**src/rtl/ram_arbiter.sv**
```systemverilog
// Two-requester arbiter for the shared single-port program/data RAM.
// Round-robin between core and UART loader, with a loader bus-lock and a core-starvation timeout.
module ram_arbiter #(
  parameter int unsigned ADDR_W   = 13,
  parameter int unsigned DATA_W   = 32,
  parameter int unsigned LOCK_MAX = 64
) (
  input  logic              clk_i,
  input  logic              rst_n,
  // Core port
  input  logic              c_req_i,
  input  logic              c_we_i,
  input  logic [ADDR_W-1:0] c_addr_i,
  input  logic [DATA_W-1:0] c_wdata_i,
  output logic              c_gnt_o,
  output logic              c_rvalid_o,
  output logic [DATA_W-1:0] c_rdata_o,
  // Loader port
  input  logic              l_req_i,
  input  logic              l_we_i,
  input  logic [ADDR_W-1:0] l_addr_i,
  input  logic [DATA_W-1:0] l_wdata_i,
  input  logic              l_lock_i,
  output logic              l_gnt_o,
  output logic              l_rvalid_o,
  output logic [DATA_W-1:0] l_rdata_o,
  // RAM macro
  output logic [ADDR_W-1:0] ram_addr_o,
  output logic              ram_we_o,
  output logic [DATA_W-1:0] ram_wdata_o,
  input  logic [DATA_W-1:0] ram_rdata_i,
  // Status
  output logic              lock_to_o,
  output logic [1:0]        arb_state_o
);

  typedef enum logic [1:0] {
    StArb       = 2'd0,
    StLocked    = 2'd1,
    StForceCore = 2'd2
  } state_e;

  localparam logic [15:0] LockLast = 16'(LOCK_MAX - 1);

  state_e      state_q;
  logic        last_q;      // 1: loader won the most recent transfer
  logic [15:0] lock_cnt_q;
  logic        c_rvalid_q;
  logic        l_rvalid_q;
  logic        lock_to_q;

  logic c_gnt;
  logic l_gnt;
  logic c_xfer;
  logic l_xfer;

  // Grants are held low during reset even though the state already reads StArb.
  always_comb begin
    c_gnt = 1'b0;
    l_gnt = 1'b0;
    if (rst_n) begin
      case (state_q)
        StArb: begin
          c_gnt = c_req_i && (!l_req_i || last_q);
          l_gnt = l_req_i && (!c_req_i || !last_q);
        end
        StLocked:    l_gnt = l_req_i;
        StForceCore: c_gnt = c_req_i;
        default: ;
      endcase
    end
  end

  assign c_xfer = c_req_i && c_gnt;
  assign l_xfer = l_req_i && l_gnt;

  assign ram_addr_o  = l_gnt ? l_addr_i  : c_addr_i;
  assign ram_wdata_o = l_gnt ? l_wdata_i : c_wdata_i;
  assign ram_we_o    = (c_xfer && c_we_i) || (l_xfer && l_we_i);

  always_ff @(posedge clk_i or negedge rst_n) begin
    if (!rst_n) begin
      state_q    <= StArb;
      last_q     <= 1'b1;
      lock_cnt_q <= '0;
      c_rvalid_q <= 1'b0;
      l_rvalid_q <= 1'b0;
      lock_to_q  <= 1'b0;
    end else begin
      c_rvalid_q <= c_xfer && !c_we_i;
      l_rvalid_q <= l_xfer && !l_we_i;
      lock_to_q  <= 1'b0;
      if (l_xfer) begin
        last_q <= 1'b1;
      end else if (c_xfer) begin
        last_q <= 1'b0;
      end
      case (state_q)
        StArb: begin
          if (l_xfer && l_lock_i) begin
            state_q    <= StLocked;
            lock_cnt_q <= '0;
          end
        end
        StLocked: begin
          if (c_req_i && (lock_cnt_q != 16'hFFFF)) begin
            lock_cnt_q <= lock_cnt_q + 16'd1;
          end
          // Lock release wins over a timeout on the same edge.
          if (!l_lock_i) begin
            state_q <= StArb;
            last_q  <= 1'b1;
          end else if (c_req_i && (lock_cnt_q == LockLast)) begin
            state_q   <= StForceCore;
            lock_to_q <= 1'b1;
          end
        end
        StForceCore: begin
          if (c_xfer || !c_req_i) begin
            if (l_lock_i) begin
              state_q    <= StLocked;
              lock_cnt_q <= '0;
            end else begin
              state_q <= StArb;
              last_q  <= 1'b0;
            end
          end
        end
        default: state_q <= StArb;
      endcase
    end
  end

  assign c_gnt_o     = c_gnt;
  assign l_gnt_o     = l_gnt;
  assign c_rvalid_o  = c_rvalid_q;
  assign l_rvalid_o  = l_rvalid_q;
  assign c_rdata_o   = ram_rdata_i;
  assign l_rdata_o   = ram_rdata_i;
  assign lock_to_o   = lock_to_q;
  assign arb_state_o = state_q;

endmodule

```
**config.mk**
```make
export PLATFORM = sky130hd
export DESIGN_NAME = ram_arbiter
export DESIGN_NICKNAME = d
export VERILOG_FILES = /design/src/rtl/ram_arbiter.sv
export SDC_FILE = /design/constraint.sdc
export NUM_CORES = 1
export LEC_CHECK = 0
export BUFFER_PORTS_ARGS = -buffer_cell sky130_fd_sc_hd__buf_2
export CAP_MARGIN = 0
export CELL_PAD_IN_SITES_DETAIL_PLACEMENT = 0
export CELL_PAD_IN_SITES_GLOBAL_PLACEMENT = 1
export CORE_ASPECT_RATIO = 1.1
export CORE_MARGIN = 1
export CORE_UTILIZATION = 25
export CTS_CLUSTER_SIZE = 8
export DETAILED_ROUTE_END_ITERATION = 16
export GPL_ROUTABILITY_DRIVEN = 0
export PLACE_DENSITY_LB_ADDON = 0.1
export SYNTH_ARGS = -nofsm -noshare
export SYNTH_HDL_FRONTEND = slang
export SYNTH_SLANG_ARGS = --single-unit
```
**constraint.sdc**
```tcl
create_clock -name clk_i -period 6.15 [get_ports clk_i]
set_input_delay 1.23 -clock clk_i [delete_from_list [all_inputs] [get_ports clk_i]]
set_output_delay 1.23 -clock clk_i [all_outputs]
set_load 0.005 [all_outputs]
```
## Word-level counts from Yosys, hierarchy flattened

Index checks and enable logic that the tools add are counted.

- Flip-flop bits (word level): 22
- Input port bits: 129
- Output and inout port bits: 117
- Word-level logic and storage cells: 66

- Add/sub/neg operators: 1
- Equal/unequal tests: 9
- Multiplexer cells: 26
- Reduce and logical (&&, ||, !) cells: 24

Operator list:

| operator | count |
|---|---|
| 16-bit two-way mux | 4 |
| 16-bit one-hot mux with 3 select lines | 1 |
| 32-bit two-way mux | 1 |
| 16-bit by 1-bit adder with 16-bit output (second input constant) | 1 |
| 16-bit by 6-bit == test with 1-bit output (second input constant) | 1 |
| 16-bit inequality test (second input constant) | 1 |
| 13-bit two-way mux | 1 |
| 1-bit logical AND | 11 |
| 1-bit two-way mux | 11 |
| 2-bit two-way mux | 4 |
| 2-bit inequality test (second input constant) | 4 |
| 1-bit one-hot mux with 2 select lines | 3 |
| 2-bit one-hot mux with 3 select lines | 1 |
| 1-bit zero test | 5 |
| 5-bit AND reduction | 1 |
| 1-bit logical OR | 4 |
| 3-bit inequality test (second input constant) | 1 |
| 3-bit AND reduction | 1 |
| 3-bit nonzero test | 1 |
| 2-bit by 1-bit == test with 1-bit output (second input constant) | 1 |
| 2-bit == test (second input constant) | 1 |
| 2-bit zero test | 1 |

## Logic depth before layout (Yosys ltp)

- Word-level depth: 11
- Gate-level depth with buffers: 9
- Gate-level depth less buffers: 7

## Least setup slack after synthesis

Ideal clock, no wire load.

- Kind: input -> output
- Start: input c_req_i
- End: output ram_addr_o[10]
- Data arrival time: 2296 ps
- Required time: 4920 ps
- Slack: 2624 ps
- Cell stages on the path: 7
- Path buffers: 2
- Cells stage by stage: a21boi_0 -> o211ai_1 -> inv_1 -> clkbuf_1 -> buf_1 -> nand2_1 -> nand2_1

- Cells in the longest elaborated chain, start to end: 6

Ends and longest elaborated chain:

| item | line | RTL |
|---|---|---|
| from (decl) | 11 | `input logic c_req_i,` |
| 1-bit zero test | 65 | `l_gnt = l_req_i && (!c_req_i \|\| !last_q);` |
| 1-bit logical OR | 65 |  |
| 1-bit logical AND | 65 |  |
| 1-bit one-hot mux with 2 select lines | 62 | `case (state_q)` |
| 1-bit two-way mux | 61 | `if (rst_n) begin` |
| 13-bit two-way mux | 77 | `assign ram_addr_o = l_gnt ? l_addr_i : c_addr_i;` |
| to (decl) | 28 | `output logic [ADDR_W-1:0] ram_addr_o,` |

Every way passes these cells.

## Final worst setup path

- Start: input c_req_i
- End: output ram_wdata_o[2]

- Cells in the longest elaborated chain, start to end: 6

Ends and longest elaborated chain:

| item | line | RTL |
|---|---|---|
| 1-bit zero test | 65 |  |
| 1-bit logical OR | 65 |  |
| 1-bit logical AND | 65 |  |
| 1-bit one-hot mux with 2 select lines | 62 |  |
| 1-bit two-way mux | 61 |  |
| 32-bit two-way mux | 78 | `assign ram_wdata_o = l_gnt ? l_wdata_i : c_wdata_i;` |
| to (decl) | 30 | `output logic [DATA_W-1:0] ram_wdata_o,` |

Every way passes these cells.

==> flow_summary_export.csv <==
group,metric,value,unit
status,outcome,"finished with violations",
status,violations,"design-rule violations",
routing,antenna_left,0,
clock_network,clock_latency,0.26,ns
timing,slew_headroom,46.6,%
layout,fin_area,0.00296,sq mm
layout,nets,593,
grt,grt_pass1_vias,2477,
setup_path,critical-path-top-delay-family,"buffers and inverters",
placement,dpl_cell_area,0.00290,sq mm
setup_path,arrival,3.30,ns
logic_synthesis,syn_inst,382,
routing,drt-total-wl,8.28,mm
logic_synthesis,async_flop_share,100,%
power_and_ir_drop,powerDensity,252,mW/mm^2
routing,vias_per_cell,4.58,
grt,grt_remaining_overflow,0,
timing,finalSetupViolCount,0,
routing,drtPass1Iterations,10,
logic_synthesis,yosysWarnings,0,
clock_network,cts.clk_slew.worst_paths,0.08,ns
logic_synthesis,yosys_most_used_dff,"dfrtp_1",
setup_path,start_kind,"input port",
power_and_ir_drop,p_leak,1.67,nW
min_path,min_path_type,"reg -> reg",
layout,n_fill_cell,1097,
clock_network,hold_buffers,0,
setup_path,worstPathMaxFanout,49,
setup_path,worst-setup-path-type,"in -> out",
timing,slew_violations,0,
clock_network,postCtsSetupBuffers,0,
grt,grt_pass1_wl,12.7,mm
power_and_ir_drop,peakVddDrop,0.000203,V
clock_network,cts_made_buffers,3,
timing,tightest_slew,0.800,ns
timing,fmax,221,MHz
floorplanning,fp.dieW,97.9,um
setup_path,required,4.92,ns
job,cap_viol_max_count,0,
logic_synthesis,synth_nets,516,
floorplanning,io_pins,246,
logic_synthesis,ys_ff_latch,22,
setup_path,end_kind,"primary output",
setup_path,slowest_delay,0.50,ns
clock_network,cts_root_buf,"clkbuf_8",
placement,dpl.hpwl,6.51,mm
routing,first_iter_violations,178,
floorplanning,core,0.00984,sq mm
routing,vias,2646,
clock_network,htreeDepth,1,
floorplanning,rows,38,
timing,finalCritPeriodShare,73.7,%
logic_synthesis,ys_seq_area_share,21.8,%
logic_synthesis,yosysUniqueCellTypes,48,
layout,syn2layout_area_growth,16.9,%
timing,fin_crit,4.53,ns
floorplanning,dieHeight,108,um
setup_path,cp_cell_sequence,"buf_2, a21boi_0, o211ai_1, buf_4, inv_1, buf_4, nand2_1, nand2_1, buf_2",
timing,skew,0.00349,ns
grt,antenna_found_initial,0,
layout,antenna_cells,0,
clock_network,cts_sinks,22,
layout,drive_gt1_share,36.0,%
clock_network,cts_tree,"done",
logic_synthesis,syn_area,0.00253,sq mm
logic_synthesis,syn_area_per_cell,6.62,sq um
clock_network,cts_buffer_depth,2,
setup_path,critPathBufInv,5,
grt,grt_max_degree,50,
floorplanning,start_util,25.7,%
grt,grtUsageTotal,15.1,%
clock_network,post_cts_resized,0,
logic_synthesis,synth-edff-count,0,
timing,finalSetupTns,0,ns
setup_path,cpMaxStageDelayCell,"inv_1",
timing,hold_violations,0,
routing,drc,12,
placement,port_buffers,149,
timing,grt_setup_unrepaired,"false",
routing,post_drt_wl_per_cell,14.3,um
floorplanning,die_area,0.0105,sq mm
==> worst paths after layout <==
check,from,to,slack (ns),cells past startpoint
worst min-delay path,lock_cnt_q[4]$_DFFE_PN0P_,lock_cnt_q[4]$_DFFE_PN0P_,0.56,2
min in group asynchronous,rst_n,lock_cnt_q[15]$_DFFE_PN0P_,1.01,2
max in group asynchronous,rst_n,last_q$_DFF_PN1_,4.85,2
worst max register to register,arb_state_o[1]$_DFFE_PN0P_,lock_cnt_q[3]$_DFFE_PN0P_,3.39,8
worst max-delay path,c_req_i,ram_wdata_o[2],1.62,9
worst min register to register,lock_cnt_q[4]$_DFFE_PN0P_,lock_cnt_q[4]$_DFFE_PN0P_,0.56,2
==> worst register-to-register path, stage by stage, from the launching register on <==
cell and delay [ns]:
dfrtp_1 0.43, inv_1 0.10, ha_1 0.14, buf_4 0.32, and3b_1 0.23, o21ai_1 0.19
nand2_1 0.51, or4_1 0.68, nand3_1 0.09
==> through the flow <==
step | total power, mW | instances | utilization, % | hold WS, ns | worst slack (ns)
6_report | 0.745 | 578 | 30.1 | 0.561 | 1.62
5_1_grt | 0.822 | 578 | 30.1 | 0.597 | 1.39
4_1_cts | 0.755 | 578 | 30.1 | 0.569 | 1.58
3_5_place_dp | 0.645 | 574 | 29.5 | 0.541 | 1.58
3_3_place_gp | 0.644 | 574 | 29.5 | 0.528 | 1.59
2_1_floorplan | 0.515 | 382 | - | 0.498 | 2.62
==> cells in the mapped netlist (4+ instances only) <==
cell type    n  share of area [%]
buf_1        5               0.74
inv_1        4               0.59
nand2b_1     7                1.7
nand3_1     17                3.4
buf_4       64                 19
and4_1       4                1.4
nand4_1      4               0.99
nor2_1       9                1.3
nand2_1    165                 24
dfrtp_1     21                 21
nor2b_1      6                1.5
o211ai_1     7                2.1
clkbuf_1    10                1.5
ha_1         5                2.5
==> per-layer routing <==
| metal | global-route usage (%) | part of all wire, % |
|---|---|---|
| met1 | 21.8 | 48 |
| met2 | 23.1 | 43 |
| met3 | 3.05 | 8.2 |
| met4 | 2.92 | 0.76 |
| met5 | 0 | 0 |
==> flip-flops by register name (all words and copies together) (netlist names) <==
| register | cells |
|---|---|
| lock_to_o | 1 |
| arb_state_o | 2 |
| c_rvalid_o | 1 |
| lock_cnt_q | 16 |
| l_rvalid_o | 1 |
| last_q | 1 |
==> area by class of cell <==
class                           instances  area [sq um]  share of cell area [%]
Clock buffer                            4          55.1                    1.86
Sequential cell                        22           552                    18.7
Tap cell                              120           150                    5.08
Inverter                                4          15.0                   0.508
Timing Repair Buffer                  153           776                    26.2
Multi-Input combinational cell        275          1410                    47.7
==> logic make-up (layout without fill, tap and decap cells) <==
kind of cell / Yosys count / count (layout) / synth area share (%)
AND/OR/NAND/NOR: 233 / 233 / 41.2
buffers and inverters: 85 / 161 / 22.5
AO/OA/AOI/OAI: 35 / 35 / 11.1
flip-flops: 22 / 22 / 21.8
adder cells (fa/ha/maj): 5 / 5 / 2.47
multiplexers: 2 / 2 / 0.890
==> cell usage in the layout (no fill, tap or decap), drive strengths merged, types with 2 or more instances in the layout <==
master	n
nor2	9
and4	5
nand2	165
dfrtp	21
and3	3
o22ai	2
o21ai	4
nand4b	3
nand4	4
o311ai	3
nand2b	7
a31oi	2
a21oi	3
or4b	2
nand3	17
nor4b	2
inv	4
a22o	2
o211ai	7
a21o	3
mux2	2
clkbuf	4
buf	153
or4	2
ha	5
and2	3
nor2b	6
nor4	2
==> report_power, final <==
| part | switching [mW] | total, mW | internal [mW] |
|---|---|---|---|
| sequential | 0.0457 | 0.225 | 0.179 |
| combinational | 0.242 | 0.414 | 0.173 |
| clock | 0.0485 | 0.106 | 0.0571 |
(Power assumes the default switching activity.)
